==> src/rtl/permutation_ctrl_pkg.sv <==
// Shared types and constants for the ASCON permutation controller.
// Round indices run up to LAST_ROUND regardless of the round count.
package permutation_ctrl_pkg;

  localparam logic [3:0] LAST_ROUND = 4'hB;

  typedef enum logic [1:0] {
    IDLE,
    INIT,
    ROUND,
    DONE
  } type_perm_ctrl_state;

  function automatic logic [3:0] first_round(input int unsigned rounds);
    return 4'(12 - rounds);
  endfunction

endpackage

==> src/rtl/permutation_ctrl_round_counter.sv <==
// 4-bit round index counter with synchronous load and increment.
// last_o flags the final ASCON round index.
module round_counter
  import permutation_ctrl_pkg::*;
(
  input  logic       clock_i,
  input  logic       reset_i,
  input  logic       load_i,
  input  logic       inc_i,
  input  logic [3:0] init_i,
  output logic [3:0] value_o,
  output logic       last_o
);

  logic [3:0] cnt_q, cnt_d;

  always_comb begin
    cnt_d = cnt_q;
    if (load_i) begin
      cnt_d = init_i;
    end else if (inc_i) begin
      cnt_d = cnt_q + 4'd1;
    end
  end

  always_ff @(posedge clock_i or negedge reset_i) begin
    if (!reset_i) begin
      cnt_q <= 4'h0;
    end else begin
      cnt_q <= cnt_d;
    end
  end

  assign value_o = cnt_q;
  assign last_o  = (cnt_q == LAST_ROUND);

endmodule

==> src/rtl/permutation_ctrl.sv <==
// Control FSM sequencing the ASCON permutation for p^a or p^b runs.
// All outputs come straight from flops; round_o is the counter register.
module permutation_ctrl
  import permutation_ctrl_pkg::*;
#(
  parameter int unsigned ROUNDS_A = 12,
  parameter int unsigned ROUNDS_B = 6
) (
  input  logic       clock_i,
  input  logic       reset_i,
  input  logic       start_i,
  input  logic       mode_i,
  output logic [3:0] round_o,
  output logic       enable_o,
  output logic       sel_mux_o,
  output logic       busy_o,
  output logic       done_o
);

  type_perm_ctrl_state state_q, state_d;

  logic enable_q, enable_d;
  logic sel_mux_q, sel_mux_d;
  logic busy_q, busy_d;
  logic done_q, done_d;

  logic       cnt_load;
  logic       cnt_inc;
  logic       cnt_last;
  logic       cnt_bad;
  logic [3:0] cnt_init;
  logic [3:0] cnt_value;

  round_counter u_round_counter (
    .clock_i (clock_i),
    .reset_i (reset_i),
    .load_i  (cnt_load),
    .inc_i   (cnt_inc),
    .init_i  (cnt_init),
    .value_o (cnt_value),
    .last_o  (cnt_last)
  );

  assign cnt_init = mode_i ? first_round(ROUNDS_B)
                           : first_round(ROUNDS_A);
  assign cnt_bad  = (cnt_value > LAST_ROUND);

  always_comb begin
    state_d  = state_q;
    cnt_load = 1'b0;
    cnt_inc  = 1'b0;
    unique case (state_q)
      IDLE: begin
        if (start_i) begin
          state_d  = INIT;
          cnt_load = 1'b1;
        end
      end
      INIT: begin
        state_d = ROUND;
        cnt_inc = 1'b1;
      end
      ROUND: begin
        // An out-of-range index can only come from corruption; bail out.
        if (cnt_bad) begin
          state_d = IDLE;
        end else if (cnt_last) begin
          state_d = DONE;
        end else begin
          cnt_inc = 1'b1;
        end
      end
      DONE: begin
        state_d = IDLE;
      end
      default: begin
        state_d = IDLE;
      end
    endcase
  end

  always_comb begin
    enable_d  = 1'b0;
    sel_mux_d = 1'b0;
    busy_d    = 1'b0;
    done_d    = 1'b0;
    unique case (1'b1)
      (state_d == INIT): begin
        enable_d = 1'b1;
        busy_d   = 1'b1;
      end
      (state_d == ROUND): begin
        enable_d  = 1'b1;
        sel_mux_d = 1'b1;
        busy_d    = 1'b1;
      end
      (state_d == DONE): begin
        sel_mux_d = 1'b1;
        done_d    = 1'b1;
      end
      default: begin
      end
    endcase
  end

  always_ff @(posedge clock_i or negedge reset_i) begin
    if (!reset_i) begin
      state_q   <= IDLE;
      enable_q  <= 1'b0;
      sel_mux_q <= 1'b0;
      busy_q    <= 1'b0;
      done_q    <= 1'b0;
    end else begin
      state_q   <= state_d;
      enable_q  <= enable_d;
      sel_mux_q <= sel_mux_d;
      busy_q    <= busy_d;
      done_q    <= done_d;
    end
  end

  assign round_o   = cnt_value;
  assign enable_o  = enable_q;
  assign sel_mux_o = sel_mux_q;
  assign busy_o    = busy_q;
  assign done_o    = done_q;

  param_ok_a : assert property (@(posedge clock_i)
    (ROUNDS_A inside {[1:12]}) && (ROUNDS_B inside {[1:12]}));

endmodule

==> config.mk <==
export PLATFORM = sky130hd
export DESIGN_NAME = permutation_ctrl
export DESIGN_NICKNAME = d
export VERILOG_FILES = /design/src/rtl/permutation_ctrl_pkg.sv /design/src/rtl/permutation_ctrl_round_counter.sv /design/src/rtl/permutation_ctrl.sv
export SDC_FILE = /design/constraint.sdc
export NUM_CORES = 1
export LEC_CHECK = 0
export CORE_MARGIN = 8
export CORE_UTILIZATION = 30
export CTS_BUF_LIST = sky130_fd_sc_hd__clkbuf_8
export CTS_CLUSTER_DIAMETER = 50
export DETAILED_ROUTE_END_ITERATION = 8
export HOLD_SLACK_MARGIN = 0.15
export PLACE_DENSITY = 0.64
export RECOVER_POWER = 100
export SYNTH_ARGS = -nofsm -noshare
export SYNTH_HDL_FRONTEND = slang
export SYNTH_SLANG_ARGS = --single-unit
==> constraint.sdc <==
create_clock -name clock_i -period 1.96 [get_ports clock_i]
set_input_delay 0.49 -clock clock_i [delete_from_list [all_inputs] [get_ports clock_i]]
set_output_delay 0.49 -clock clock_i [all_outputs]
set_load 0.02 [all_outputs]
### Word level (Yosys, flattened, before mapping)

Cells that the tools add are included.

| cells by class | value |
|---|---|
| mux-type cells | 15 |
| reduce and logical (&&, ||, !) cells | 4 |
| add/sub/neg operators | 1 |
| eq/ne operators | 7 |
| order comparisons | 1 |

Operators with widths:

| operator | count |
|---|---|
| 2-bit equality test, second input constant | 4 |
| 4-bit two-way mux | 2 |
| 2-bit case mux with 4 select lines | 1 |
| 1-bit two-way mux | 7 |
| 2-bit two-way mux | 3 |
| 4-bit by 1-bit adder with 4-bit output, second input constant | 1 |
| 2-bit by 1-bit equality test with 1-bit output, second input constant | 2 |
| 4-bit equality test, second input constant | 1 |
| 4-bit greater-than comparator, second input constant | 1 |
| 2-bit OR reduction | 2 |
| 3-bit two-way mux | 1 |
| 2-bit zero test | 1 |
| 1-bit case mux with 2 select lines | 1 |
| 2-bit nonzero test | 1 |

| word-level totals | value |
|---|---|
| output and inout port bits | 8 |
| word-level logic and storage cells | 33 |
| bits in registers | 9 |

### Depth between registers and ports, before layout

| depth | value |
|---|---|
| depth after elaboration | 7 |
| mapped depth | 8 |

### Cells and area by module

A second synthesis with hierarchy kept.

| unflattened totals | value |
|---|---|
| cells, all modules | 52 |
| area, all modules | 555.5 um^2 |

By module, submodules not included:

| module | instances | sequential area each (um^2) | area an instance (um^2) | cells an instance |
|---|---|---|---|---|
| permutation_ctrl | 1 | 125.1 | 345.3 | 32 |
| round_counter | 1 | 100.1 | 210.2 | 20 |

### Least setup slack after synthesis

OpenSTA, ideal clock, no wires.

| timing | value |
|---|---|
| path type | register -> register |
| from | reg state_q[1] |
| to | reg sel_mux_q, in the netlist sel_mux_o |
| path slack | 328 ps |
| cell stages (with the launch flop) | 9 |
| data arrival time | 1500 ps |
| required time | 1828 ps |
| cells stage by stage | dfrtp_1 -> inv_1 -> ha_1 -> inv_1 -> a31oi_1 -> o21ai_0 -> inv_1 -> ha_1 -> o21bai_1 |

| between the ends | value |
|---|---|
| cells in the longest elaborated chain, start to end | 6 |

Ends and longest elaborated chain:

| what | line | RTL |
|---|---|---|
| start: declaration | permutation_ctrl.sv:20 | `type_perm_ctrl_state state_q, state_d;` |
| start signal: assignment | permutation_ctrl.sv:114 | `state_q <= state_d;` |
| 2-bit two-way mux | permutation_ctrl.sv:67 | `end else if (cnt_last) begin` |
| 2-bit two-way mux | permutation_ctrl.sv:65 | `if (cnt_bad) begin` |
| 2-bit case mux with 4 select lines * | permutation_ctrl.sv:52 | `unique case (state_q)` |
| net state_d[1] | permutation_ctrl.sv:20 |  |
| 2-bit equality test, on equally long branches | permutation_ctrl.sv:92, permutation_ctrl.sv:97 |  |
| 2-bit OR reduction (no source line) * | -- |  |
| 1-bit two-way mux * | permutation_ctrl.sv:87 | `unique case (1'b1)` |
| net sel_mux_d | permutation_ctrl.sv:23 | `logic sel_mux_q, sel_mux_d;` |
| end signal: assignment | permutation_ctrl.sv:116 | `sel_mux_q <= sel_mux_d;` |
| end: declaration | permutation_ctrl.sv:23 |  |

Mark *: on every way through the listed nets, which the timed path passes. The rest lies on a longest branch.
A chain may end at the register's enable or synchronous reset.

### Worst setup path after layout

| timing | value |
|---|---|
| from | reg u_round_counter.cnt_q[2], in the netlist u_round_counter.value_o[2] |
| to | out round_o[2] |

RTL lines:

| what | line | RTL |
|---|---|---|
| start: declaration | permutation_ctrl_round_counter.sv:15 | `logic [3:0] cnt_q, cnt_d;` |
| start signal: assignment | permutation_ctrl_round_counter.sv:30 | `cnt_q <= cnt_d;` |
| end: declaration | permutation_ctrl.sv:13 | `output logic [3:0] round_o,` |

No word-level cell between the ends.

==> reports/results.ini <==
[floorplan]
die_w_um=58.7
dieArea_um2=3450
rows=15
die_height_um=58.7
ioPinCount=12
core_um2=1730
initial_core_util_pct=31.7

[clocking]
cts_resized=0
cts_tree=done
cts.htree.levels=1
cts_root_buf=clkbuf_8
post_cts_buffers=0
clock-sinks=9
path_clk_slew_ns=0.04
clk_latency_ns=0.23
clock_path_buffers=2
cts_made_buffers=3
cts_hold_buf=0

[worst_hold_path]
min_to=u_round_counter.value_o[0]
whs_path_depth=2
min-delay-start=u_round_counter.value_o[0]
hold_class=flip-flop to flip-flop

[worst_setup_path]
path_max_fanout=6
cpPeakStageDelay_ns=0.71
crit_required_ns=1.47
start_kind=flip-flop
timing.rr.start=state_q[1]
timing.rr.end=sel_mux_o
reg2reg_slack_ns=0.24
cp.arrival_ns=1.38
critPathKind=flip-flop to primary output
path_delay_family=buffers and inverters
endpoint_kind=primary output
critPathSlowestCell=dlygate4sd3_1
path_buf_inv=1
r2r_cells=8
cp_cell_sequence=dlygate4sd3_1

[yosys]
synth_warnings=0
yosys_most_used_dff=dfrtp_1
synth_area_leader_cell=dfrtp_1
yosys-top-cells-count=dfrtp_1 (9), a21oi_1 (6), ha_1 (6), inv_1 (6)
synth-simple-area-share_pct=16.9
async_flop_share_pct=100
syn-cell-area_um2=548
avgSynthCellArea_um2=10.1
synthCells=54
netlist-cell-type-count=20
synth_xor_area_share_pct=4.79
yosys.area.top_type_share_pct=41.1
yosys_register_bits=9
synth_compound_area_share_pct=16.2
synthMuxAreaShare_pct=1.83
synth_nets=64
post-synth-top-count-cell=dfrtp_1
synth_top_family_by_area=simple AND/OR/NAND/NOR gates
synth_edf_count=0
synth.area.top_cells=dfrtp_1 (41%), ha_1 (14%), a21oi_1 (5.5%)
synth_adder_area_share_pct=13.7
ys_seq_area_share_pct=41.1

[global_routing]
track_usage_pct=6.84
overflow=0
grt_max_degree=10
grt_pass1_vias=421
grt_pass1_wl_mm=1.82
antenna_found_initial=0

[detailed_routing]
vias=416
wl_mm=1.11
drt_iter0_markers=6
drt-wirelength-per-cell_um=11.5
via_per_inst=4.33
route.detailed.drc=0
dr.pass1.iters=3
ant_nets=0

[power_and_ir_drop]
pwr-share-comb_pct=52.5
p_seq_share_pct=29.6
p_leak_nw=0.328
p_switching_uw=460
peakVddDrop_mv=0.821
power_density_nw_per_um2=1570
p_int_uw=665
swShare_pct=40.9
clkPwrFrac_pct=17.9
total_power_mw=1.13

[sta]
fmax_mhz=534
period_needed_ns=1.87
rsz0062_at_grt=false
slew_viol_final=0
hold_viol_final=0
setup_violations=0
slew_headroom_pct=72.2
fin_skew_ns=0.000589
fin_setup_tns_ns=0
period_share_pct=95.6
worst_slew_pin_slew_ns=0.416

[finish]
fin_util_pct=41.6
nFillCells=190
drive_gt1_share_pct=8.45
antenna_cells=0
finalNonFillerCells=96
layout.nets=82
area_growth_pct=31.1

[placed_design]
dpl.hpwl_um=855
port_buffers=11
gp_congestion=0.771
dp_cells=92

[run]
drv_cap=0

[run_status]
status=finished, final reports clean

layout by cell type, fill, tap and decap left out, types with 2 or more instances in the layout:
master,instances
buf_4,2
ha_1,6
xnor2_1,3
a21oi_1,7
dlygate4sd3_1,8
o21ai_0,4
dfrtp_1,9
clkdlybuf4s50_1,3
nor2_1,4
nand2_1,4
inv_1,7
clkbuf_8,3
layout make-up:
cell class	count	area (um^2)	share of cell area [%]
repair buffers	14	129	17.9
flip-flops and latches	9	225	31.4
multi-input cells	38	265	36.9
clock inverters	1	3.75	0.523
well taps	25	31.3	4.36
inverters	6	22.5	3.14
clock buffers	3	41.3	5.75
through the flow:
step | hold WS (ns) | setup WS [ns] | instance area, um^2
after global routing | 0.638 | 0.0417 | 718
after floorplan | 0.194 | 0.328 | 548
after detailed placement | 0.611 | 0.148 | 704
after global placement | 0.613 | 0.162 | 704
after CTS | 0.576 | 0.111 | 749
final | 0.605 | 0.0861 | 718
logic make-up after synthesis:
kind of cell    Yosys count
compound gates           15
xor+xnor                  3
fa+ha+maj                 6
buf+inv                   7
flops                     9
mux                       1
simple gates             13
worst max-delay path by stage:
| stage | startpoint | to | slack, ns | cells past startpoint |
|---|---|---|---|---|
| 2_1_floorplan | state_q[1] | sel_mux_o | 0.33 | 8 |
| 3_3_place_gp | start_i | sel_mux_o | 0.16 | 6 |
| 3_5_place_dp | start_i | sel_mux_o | 0.15 | 6 |
| 4_1_cts | u_round_counter.value_o[3] | round_o[3] | 0.11 | 1 |
| 5_1_grt | u_round_counter.value_o[2] | round_o[2] | 0.04 | 1 |
| 6_report | u_round_counter.value_o[2] | round_o[2] | 0.09 | 1 |
per-layer routing:
layer / share of wire, % / track usage, % / up-vias
met5: 0 / 0 / -
met4: 0 / 1.02 / 0
met3: 7.0 / 4.57 / 0
met2: 48 / 11.7 / 9
met1: 45 / 6.87 / 195
li1: - / - / 212
power groups by stage:
| stage | Combinational (mW) | Clock (mW) | Sequential, mW |
|---|---|---|---|
| floorplan | 0.380 | 0 | 0.387 |
| global placement | 0.671 | 0 | 0.338 |
| detailed placement | 0.672 | 0 | 0.340 |
| CTS | 0.674 | 0.210 | 0.339 |
| global route | 0.673 | 0.221 | 0.344 |
| finish | 0.591 | 0.201 | 0.334 |
sequential cells by signal, summed over array words and instances, names as in the netlist:
register and count:
u_round_counter.value_o 4, busy_o 1, sel_mux_o 1, done_o 1, state_q 2
Power figures use the tool's default switching activity.
